==> config.mk <==
export PLATFORM = sky130hd
export DESIGN_NAME = commit_trace_fifo_flat
export DESIGN_NICKNAME = d
export VERILOG_FILES = /design/src/rtl/commit_trace_fifo_if.sv /design/src/rtl/commit_trace_fifo.sv /design/src/flat_wrapper.sv
export SDC_FILE = /design/constraint.sdc
export NUM_CORES = 1
export LEC_CHECK = 0
export CAP_MARGIN = 30
export CORE_ASPECT_RATIO = 0.5
export CORE_MARGIN = 1
export CORE_UTILIZATION = 60
export DETAILED_ROUTE_END_ITERATION = 12
export PLACE_DENSITY = 0.76
export SLEW_MARGIN = 20
export SYNTH_ARGS = -nofsm -noshare
export SYNTH_HDL_FRONTEND = slang
export SYNTH_SLANG_ARGS = --single-unit
==> constraint.sdc <==
create_clock -name clk -period 11.2 [get_ports clk]
set_input_delay 3.36 -clock clk [delete_from_list [all_inputs] [get_ports clk]]
set_output_delay 3.36 -clock clk [all_outputs]
set_load 0.005 [all_outputs]
==> src/rtl/commit_trace_fifo_if.sv <==
// Drain-side stream of the commit trace FIFO: show-ahead head entry with valid/ready.
interface commit_trace_fifo_if #(
    parameter int ENTRY_W = 42
);
    logic               m_valid;
    logic               m_ready;
    logic [ENTRY_W-1:0] m_data;

    modport master (output m_valid, output m_data, input m_ready);
    modport slave  (input m_valid, input m_data, output m_ready);
endinterface

==> src/rtl/commit_trace_fifo.sv <==
// Captures core register-writeback and store events into a trace FIFO and drains them
// in order; the core never stalls, so events that do not fit are dropped and counted.
module commit_trace_fifo #(
    parameter int  DEPTH   = 16,
    parameter int  DATA_W  = 32,
    parameter int  ADDR_W  = 9,
    parameter int  CNT_W   = 16,
    localparam int ENTRY_W = 1 + ADDR_W + DATA_W,
    localparam int PTR_W   = $clog2(DEPTH),
    localparam int LVL_W   = PTR_W + 1
) (
    input  logic              clk,
    input  logic              reset,
    input  logic              trace_en,
    input  logic              reg_write_sig,
    input  logic [4:0]        reg_num,
    input  logic [DATA_W-1:0] reg_data,
    input  logic              mem_wr,
    input  logic [ADDR_W-1:0] mem_addr,
    input  logic [DATA_W-1:0] mem_wr_data,
    commit_trace_fifo_if.master m,
    output logic [LVL_W-1:0]  level,
    output logic [CNT_W-1:0]  drop_cnt,
    output logic              overflow,
    input  logic              clr_drops
);

    logic [ENTRY_W-1:0] storage [DEPTH];
    logic [PTR_W-1:0]   rd_ptr;
    logic [PTR_W-1:0]   wr_ptr;
    logic [PTR_W-1:0]   mem_slot;
    logic [LVL_W-1:0]   free;
    logic               reg_ev;
    logic               mem_ev;
    logic               push_reg;
    logic               push_mem;
    logic               pop;
    logic [1:0]         n_push;
    logic [1:0]         n_drop;
    logic [CNT_W:0]     cnt_sum;
    logic [ENTRY_W-1:0] reg_entry;
    logic [ENTRY_W-1:0] mem_entry;

    assign reg_entry = {1'b0, ADDR_W'(reg_num), reg_data};
    assign mem_entry = {1'b1, mem_addr, mem_wr_data};

    assign m.m_valid = (level != '0);
    assign m.m_data  = storage[rd_ptr];

    // Free space ignores this cycle's pop; REG always claims the first free slot.
    always_comb begin
        reg_ev   = trace_en & reg_write_sig & (reg_num != 5'd0);
        mem_ev   = trace_en & mem_wr;
        free     = LVL_W'(DEPTH) - level;
        push_reg = reg_ev & (free != '0);
        push_mem = mem_ev & (reg_ev ? (free >= LVL_W'(2)) : (free != '0));
        n_push   = {1'b0, push_reg} + {1'b0, push_mem};
        n_drop   = ({1'b0, reg_ev} + {1'b0, mem_ev}) - n_push;
        mem_slot = push_reg ? (wr_ptr + PTR_W'(1)) : wr_ptr;
        pop      = m.m_valid & m.m_ready;
        cnt_sum  = {1'b0, drop_cnt} + (CNT_W+1)'(n_drop);
    end

    always_ff @(posedge clk) begin
        if (push_reg) storage[wr_ptr] <= reg_entry;
        if (push_mem) storage[mem_slot] <= mem_entry;
    end

    always_ff @(posedge clk or negedge reset) begin
        if (!reset) begin
            rd_ptr <= '0;
            wr_ptr <= '0;
            level  <= '0;
        end else begin
            if (pop) rd_ptr <= rd_ptr + PTR_W'(1);
            wr_ptr <= wr_ptr + PTR_W'(n_push);
            level  <= level + LVL_W'(n_push) - LVL_W'(pop);
        end
    end

    // Clearing takes priority over drops arriving in the same cycle.
    always_ff @(posedge clk or negedge reset) begin
        if (!reset) begin
            drop_cnt <= '0;
            overflow <= 1'b0;
        end else if (clr_drops) begin
            drop_cnt <= '0;
            overflow <= 1'b0;
        end else if (n_drop != 2'd0) begin
            drop_cnt <= cnt_sum[CNT_W] ? '1 : cnt_sum[CNT_W-1:0];
            overflow <= 1'b1;
        end
    end

endmodule

==> src/flat_wrapper.sv <==
// flat-port wrapper written by rule: the top's interface ports become plain ports
module commit_trace_fifo_flat 
#(
    parameter int  DEPTH   = 16,
    parameter int  DATA_W  = 32,
    parameter int  ADDR_W  = 9,
    parameter int  CNT_W   = 16,
    localparam int ENTRY_W = 1 + ADDR_W + DATA_W,
    localparam int PTR_W   = $clog2(DEPTH),
    localparam int LVL_W   = PTR_W + 1
)
  (clk, reset, trace_en, reg_write_sig, reg_num, reg_data, mem_wr, mem_addr, mem_wr_data, level, drop_cnt, overflow, clr_drops, m_m_valid, m_m_data, m_m_ready);
  commit_trace_fifo_if #(.ENTRY_W((42))) m_i ();
  input  logic clk;
  input  logic reset;
  input  logic trace_en;
  input  logic reg_write_sig;
  input  logic [4:0] reg_num;
  input  logic [DATA_W-1:0] reg_data;
  input  logic mem_wr;
  input  logic [ADDR_W-1:0] mem_addr;
  input  logic [DATA_W-1:0] mem_wr_data;
  output logic [LVL_W-1:0] level;
  output logic [CNT_W-1:0] drop_cnt;
  output logic overflow;
  input  logic clr_drops;
  output wire logic [$bits(m_i.m_valid)-1:0] m_m_valid;
  output wire logic [$bits(m_i.m_data)-1:0] m_m_data;
  input wire logic [$bits(m_i.m_ready)-1:0] m_m_ready;
  assign m_m_valid = m_i.m_valid;
  assign m_m_data = m_i.m_data;
  assign m_i.m_ready = m_m_ready;
  commit_trace_fifo #(.DEPTH(DEPTH), .DATA_W(DATA_W), .ADDR_W(ADDR_W), .CNT_W(CNT_W)) u_core (.clk(clk), .reset(reset), .trace_en(trace_en), .reg_write_sig(reg_write_sig), .reg_num(reg_num), .reg_data(reg_data), .mem_wr(mem_wr), .mem_addr(mem_addr), .mem_wr_data(mem_wr_data), .m(m_i), .level(level), .drop_cnt(drop_cnt), .overflow(overflow), .clr_drops(clr_drops));
endmodule
# Word-level counts from Yosys, hierarchy flattened

Memory sizes are Yosys's and may differ from the RTL's.
Index checks and enable logic that the tools add are counted.

$add $sub $neg: 10
$lt $le $gt $ge: 1
Muxes and demuxes: 11
Bitwise operators: 6
Reductions and logical operators: 5

Operator list:

| operator              | number |
|---|---|
| $mux W16              | 3 |
| $add A16 B2 Y17       | 1 |
| $reduce_bool A5 Y1    | 3 |
| $add A4 B1 Y4 const B | 2 |
| $mux W1               | 7 |
| $and A1 B1 Y1         | 6 |
| $add A5 B2 Y5         | 1 |
| $ge A5 B2 Y1 const B  | 1 |
| $sub A5 B1 Y5         | 1 |
| $sub A5 B5 Y5 const A | 1 |
| $add A1 B1 Y2         | 2 |
| $add A4 B2 Y4         | 1 |
| $mux W4               | 1 |
| $reduce_bool A2 Y1    | 2 |
| $sub A2 B2 Y2         | 1 |

Register bits after elaboration: 30
RAM bits: 672
Input port bits: 85
Output and inout bits: 65
Logic and storage cells: 39
Memories kept: 1

Memory list:

| memory         | depth | width | rd ports | clocked after memory_dff | write ports | line                    | source |
|---|---|---|---|---|---|---|---|
| u_core.storage | 16    | 42    | 1        | 0                        | 2           | commit_trace_fifo.sv:28 | `logic [ENTRY_W-1:0] storage [DEPTH];` |

# Longest topological paths before layout

Depth in word-level cells: 10
Gate-level depth with buffers: 20
Gate-level depth less buffers: 19

# Worst setup path after synthesis

Ideal clock, no wire load.

Path kind: in2reg
Start: input port reg_num[2]
End: memory u_core.storage[6][0], enable pin
Library setup time: 496 ps
Data arrival time: 7,314 ps
Data required time: 10,704 ps
Setup slack: 3,390 ps
Stages: 7
Path buffers: 3
Cell sequence: buf_4 > nor4_2 > a21oi_1 > nand2_1 > clkbuf_1 > clkbuf_1 > o21ai_0

RTL lines:

| what        | line                    | source |
|---|---|---|
| from (decl) | flat_wrapper.sv:18      | `input logic [4:0] reg_num;` |
| to (decl)   | commit_trace_fifo.sv:28 |  |

# Worst setup path in the final report

Start: input port reg_num[1]
End: register u_core.drop_cnt[13]

Longest elaborated chain between the ends: 10
Elaborated cells on any way between the ends: 14
Those cells by class: add/sub (4); mux (4); bitwise (3); reduce/logical (3)

RTL lines:

| what                 | line                    | source |
|---|---|---|
| $reduce_bool A5 Y1 * | commit_trace_fifo.sv:52 | `reg_ev = trace_en & reg_write_sig & (reg_num != 5'd0);` |
| $and A1 B1 Y1 *      | commit_trace_fifo.sv:52 |  |
| $mux W1              | commit_trace_fifo.sv:56 | `push_mem = mem_ev & (reg_ev ? (free >= LVL_W'(2)) : (free != '0));` |
| $and A1 B1 Y1        | commit_trace_fifo.sv:56 |  |
| $add A1 B1 Y2        | commit_trace_fifo.sv:57 | `n_push = {1'b0, push_reg} + {1'b0, push_mem};` |
| $sub A2 B2 Y2 *      | commit_trace_fifo.sv:58 | `n_drop = ({1'b0, reg_ev} + {1'b0, mem_ev}) - n_push;` |
| $add A16 B2 Y17      | commit_trace_fifo.sv:61 | `cnt_sum = {1'b0, drop_cnt} + (CNT_W+1)'(n_drop);` |
| $mux W16             | commit_trace_fifo.sv:90 | `drop_cnt <= cnt_sum[CNT_W] ? '1 : cnt_sum[CNT_W-1:0];` |
| $mux W16             | commit_trace_fifo.sv:89 | `end else if (n_drop != 2'd0) begin` |
| $mux W16             | commit_trace_fifo.sv:86 | `end else if (clr_drops) begin` |
| to (signal assigned) | commit_trace_fifo.sv:90 |  |
| to (decl)            | commit_trace_fifo.sv:23 | `output logic [CNT_W-1:0] drop_cnt,` |

Mark *: on every way between the ends. The rest lies on a longest branch, timed or not. The select of a mux whose other input is x is not followed.
A chain may end at the register's enable or synchronous reset.

==> summary by stage <==
Routing
The number of design rule violations left after detail routing is 0. For this block, the initial DRC count from the detailed router was between 4000 and 5000. The via count of the routed design is 26500. The number of nets still failing antenna checks after routing is 0.

The post-detailed-routing wire length is around 110000 um. The via density per instance is 7.09. The average detailed-routed wire length per instance is 30.6 um. The first detailed-routing pass took 5 iterations.

Global route
The initial antenna violation count is 0. The total track usage is a little over a third. Entering global routing, the biggest net connects approximately 120 pins. After global routing the overflow that remains totals 0. The wire length of the first global-routing pass is approximately 170000 um. The via count of the first global-routing pass is 26200.

Setup path
The worst setup path is of the in -> reg kind. STA puts the critical path data required time at around 12 ns. The category of the worst setup path launch point is an input pin. The critical path crosses 16 cells after its start point.

The kind of cell with the highest combined delay on the critical path is simple AND/OR/NAND/NOR gates. The endpoint arrival time on the critical path is approximately 8.9 ns. The depth of the most critical reg-to-reg path is 19.

STA classifies the critical path endpoint as a flop. The slowest cell on the critical path is or4_1. For this run, the slowest stage of the critical path takes approximately 0.77 ns. The most frequent cell on the critical path is fa_1. Of all nets on the critical path, the largest fanout is 10. Walking the worst path, the cells encountered are clkdlybuf4s50_1 -> nor4_2 -> a21o_1 -> mux2i_2 -> nor2_1 -> inv_1 -> fa_1 -> ha_1 -> xnor2_1 -> fa_1 -> and3_1 -> nand4_1 -> or4_1 -> o31ai_1 -> a21oi_1 -> a311oi_1. Together, buffers and inverters on the worst path number 2.

Placed design
The final estimated routing congestion in global placement is about 0.86. Input and output buffers added on the ports amount to 149. Detailed placement finished with a half-perimeter wire length of roughly 64000 um. Prior to clock tree synthesis, the placed netlist has a worst setup slack of roughly 2.4 ns.

Synth
The synthesized netlist devotes less than 1% of its cell area to adder and majority cells. edfxtp_1 takes more of the synthesized area than any other cell. After synthesis, flip-flops and latches occupy between 50% and 60% of the total area. The post-synthesis simple-gate area fraction is a little under a tenth. The xor/xnor cell area share of the yosys netlist is less than 1%.

During synthesis, Yosys emitted a total of 0 warnings. The most repeated cell in the gate-level netlist after synthesis is edfxtp_1. Yosys attributes the largest share of cell area to edfxtp_1 (52%), mux2_2 (11%), mux4_2 (10%).

The share of synthesized flip-flops with an asynchronous set or reset is around 4.3%. Summing the areas of all compound-gate instances in the mapped netlist gives ~7.1% of the synthesized area. The number of distinct library cells after synthesis is 60. The number of nets in the synthesized netlist is 3011.

The proportion of synthesized area in mux cells is between 20% and 30%. After technology mapping, the gate count stands at just under 3000. The mean post-synth cell area is ~13 um2. Counting flops with a built-in enable in the synthesized netlist gives between 600 and 700. The dominant combinational cell family by area after synthesis is multiplexers.

The synthesized flop and latch total is about 700. Ranked by instance count, the synthesized netlist is headed by edfxtp_1 (656), nor2_1 (483), mux2_2 (368). The proportion of netlist area held by the largest area contributor is 52.0%. For this run, the leading register cell type out of synthesis is edfxtp_1. The cell area that synthesis handed to floorplanning was 37900 um2.

Timing
The worst slew margin relative to its limit is between 30% and 40%. The highest attainable clock frequency is roughly 0.12 GHz. The clock period minus final worst setup slack is between 8 and 9 ns.

The setup total negative slack is 0 ns. Across the routed clock network, the largest skew measured is 0.0189 ns. The final count of hold timing violations came to 0.

Setup violations remaining at the end of the flow were counted as 0. The final worst setup slack is around 2.8 ns. The fraction of the cycle the final worst path needs is about three quarters. The number of pins with negative max-slew slack in the final report is 0. The slew at the pin closest to its max-slew limit is 1.02 ns. Setup repair after global routing left no endpoint under its margin.

Clock network
The number of setup buffers added after CTS is 0. The number of buffers inserted by hold repair at cts is 0. Gates resized during post-CTS repair numbered 0. The clock tree from TritonCTS is done. The H-tree was split into 3 levels. Clock-pin slew was measured on the worst setup and hold paths at 0.07 ns.

CTS saw around 700 sinks. The number of clock buffers inserted by TritonCTS is 67. The number of buffers on the longest clock path is 3.

The tree is rooted in a clkbuf_16. Clock latency on the worst-skew pair, taken at its later pin, is around 0.62 ns.

Cells and area
The net count of the finished layout is slightly below 3000. The share of final-layout standard cells stronger than drive strength 1 is between 20% and 30%. 0 antenna diodes ended up in the layout.

Cells fill 67.7% of the core in the end. The synthesis-to-finish area growth is 10.5%.

Power and ir drop
The leakage power total is between 0.01 and 0.015 uW. The worst-case IR drop observed on VDD is ~0.21 mV. For this design the ratio of total power to cell area is between 200 and 250 nW/um2.

Floorplan
The boundary pin count is 150. The starting utilization of the core area is 61.3%. The floorplan step defined a core boundary enclosing 61700 um2.

From left edge to right edge, the die measures ~360 um. The site row count is 64. The die outline height is 180 um. The die area is around 64000 um2.

Flow run
The tool flagged a number of max-cap violations equal to 0.

Run status
The run finished with clean final reports.

Min path
The kind of path behind the tightest hold check is reg -> reg. The worst hold path was traced through 2 stages.
## cell usage in the layout (no fill, tap or decap), types with 7 or more instances in the layout
cell type          n
a21oi_1           50
nand2_1          196
clkinv_1          12
nor2_1           480
buf_4             49
clkdlybuf4s50_1  149
ha_1              21
o31ai_1           39
nand2_2           10
nand3_1           44
clkbuf_16         69
o21ai_0           16
nor3_1            11
inv_1             28
xnor2_1            9
a21o_1             8
nor2b_1           45
and3_1            18
edfxtp_1         656
a211oi_1          45
mux4_2           168
mux2_4            24
mux2_1            16
o21ai_4           11
mux2_2           368
dfxtp_1           16
dfrtp_1           26
clkbuf_1          16
a31oi_1            7
clkinv_2          11
mux2i_1           45
a22o_1           148
## registers in the layout, summed over array words and instances (netlist names)
| register | count |
|---|---|
| u_core.storage | 672 |
| u_core.drop_cnt | 16 |
| u_core.level | 5 |
| u_core.rd_ptr | 4 |
| u_core.wr_ptr | 4 |
| u_core.overflow | 1 |
## final timing paths
kind / slack, ns / startpoint / end
worst max-delay path: 2.85 / reg_num[1] / u_core.drop_cnt[13]$_DFFE_PN0P_
worst min-delay path: 0.47 / u_core.storage[9][41]$_SDFFE_PP1P_ / u_core.storage[9][41]$_SDFFE_PP1P_
worst max register to register: 5.61 / u_core.level[2]$_DFF_PN0_ / u_core.drop_cnt[13]$_DFFE_PN0P_
worst min register to register: 0.47 / u_core.storage[9][41]$_SDFFE_PP1P_ / u_core.storage[9][41]$_SDFFE_PP1P_
max in group asynchronous: 7.71 / reset / u_core.rd_ptr[1]$_DFFE_PN0P_
min in group asynchronous: 3.15 / reset / u_core.drop_cnt[11]$_DFFE_PN0P_
## power breakdown
part | internal, uW | leakage (uW) | switching (uW)
clock | 1150 | 0.000969 | 1000
sequential | 3270 | 0.00607 | 279
combinational | 1460 | 0.00699 | 2070
total | 5880 | 0.0140 | 3350
## per-stage QoR
step / area [um2] / power (uW) / hold WS (ns) / instances
after detailed placement: 39800 / 7030 / 0.438 / 3623
after CTS: 41800 / 9140 / 0.466 / 3738
final: 41800 / 9230 / 0.474 / 3740
after floorplan: 37900 / 5700 / 0.421 / 2901
after global placement: 39800 / 6970 / 0.433 / 3622
after global routing: 41800 / 9510 / 0.490 / 3740
## final cells by class
class,instances,area [um2]
flip-flops and latches,702,20800
fillers,4272,19900
multi-input cells,1866,15900
repair buffers,204,1980
clock buffers,88,1830
well taps,825,1030
clock inverters,27,141
inverters,28,105
## tightest hold or removal path: cells and delay by family (launching register included)
kind	cells	cell delay (ns)
AND/OR/NAND/NOR	1	0.05
flip-flops	1	0.31
AO/OA/AOI/OAI	1	0.07
## per-layer routing
metal,track usage [%],share of wire [%],vias up
li1,-,-,10900
met5,0,0,-
met4,12.3,3.2,0
met1,51.7,38,13200
met3,8.72,15,288
met2,53.2,45,2193
## logic make-up (layout without fill, tap and decap cells)
family / after synthesis / count (layout)
AOI/OAI and AO/OA: 351 / 351
xor gates and xnor gates: 13 / 13
adders and majority gates: 25 / 25
buffers and inverters: 333 / 347
DFF: 702 / 702
muxes: 622 / 622
and+or+nand+nor: 855 / 855
No activity file was read; power rests on OpenSTA's default activity.
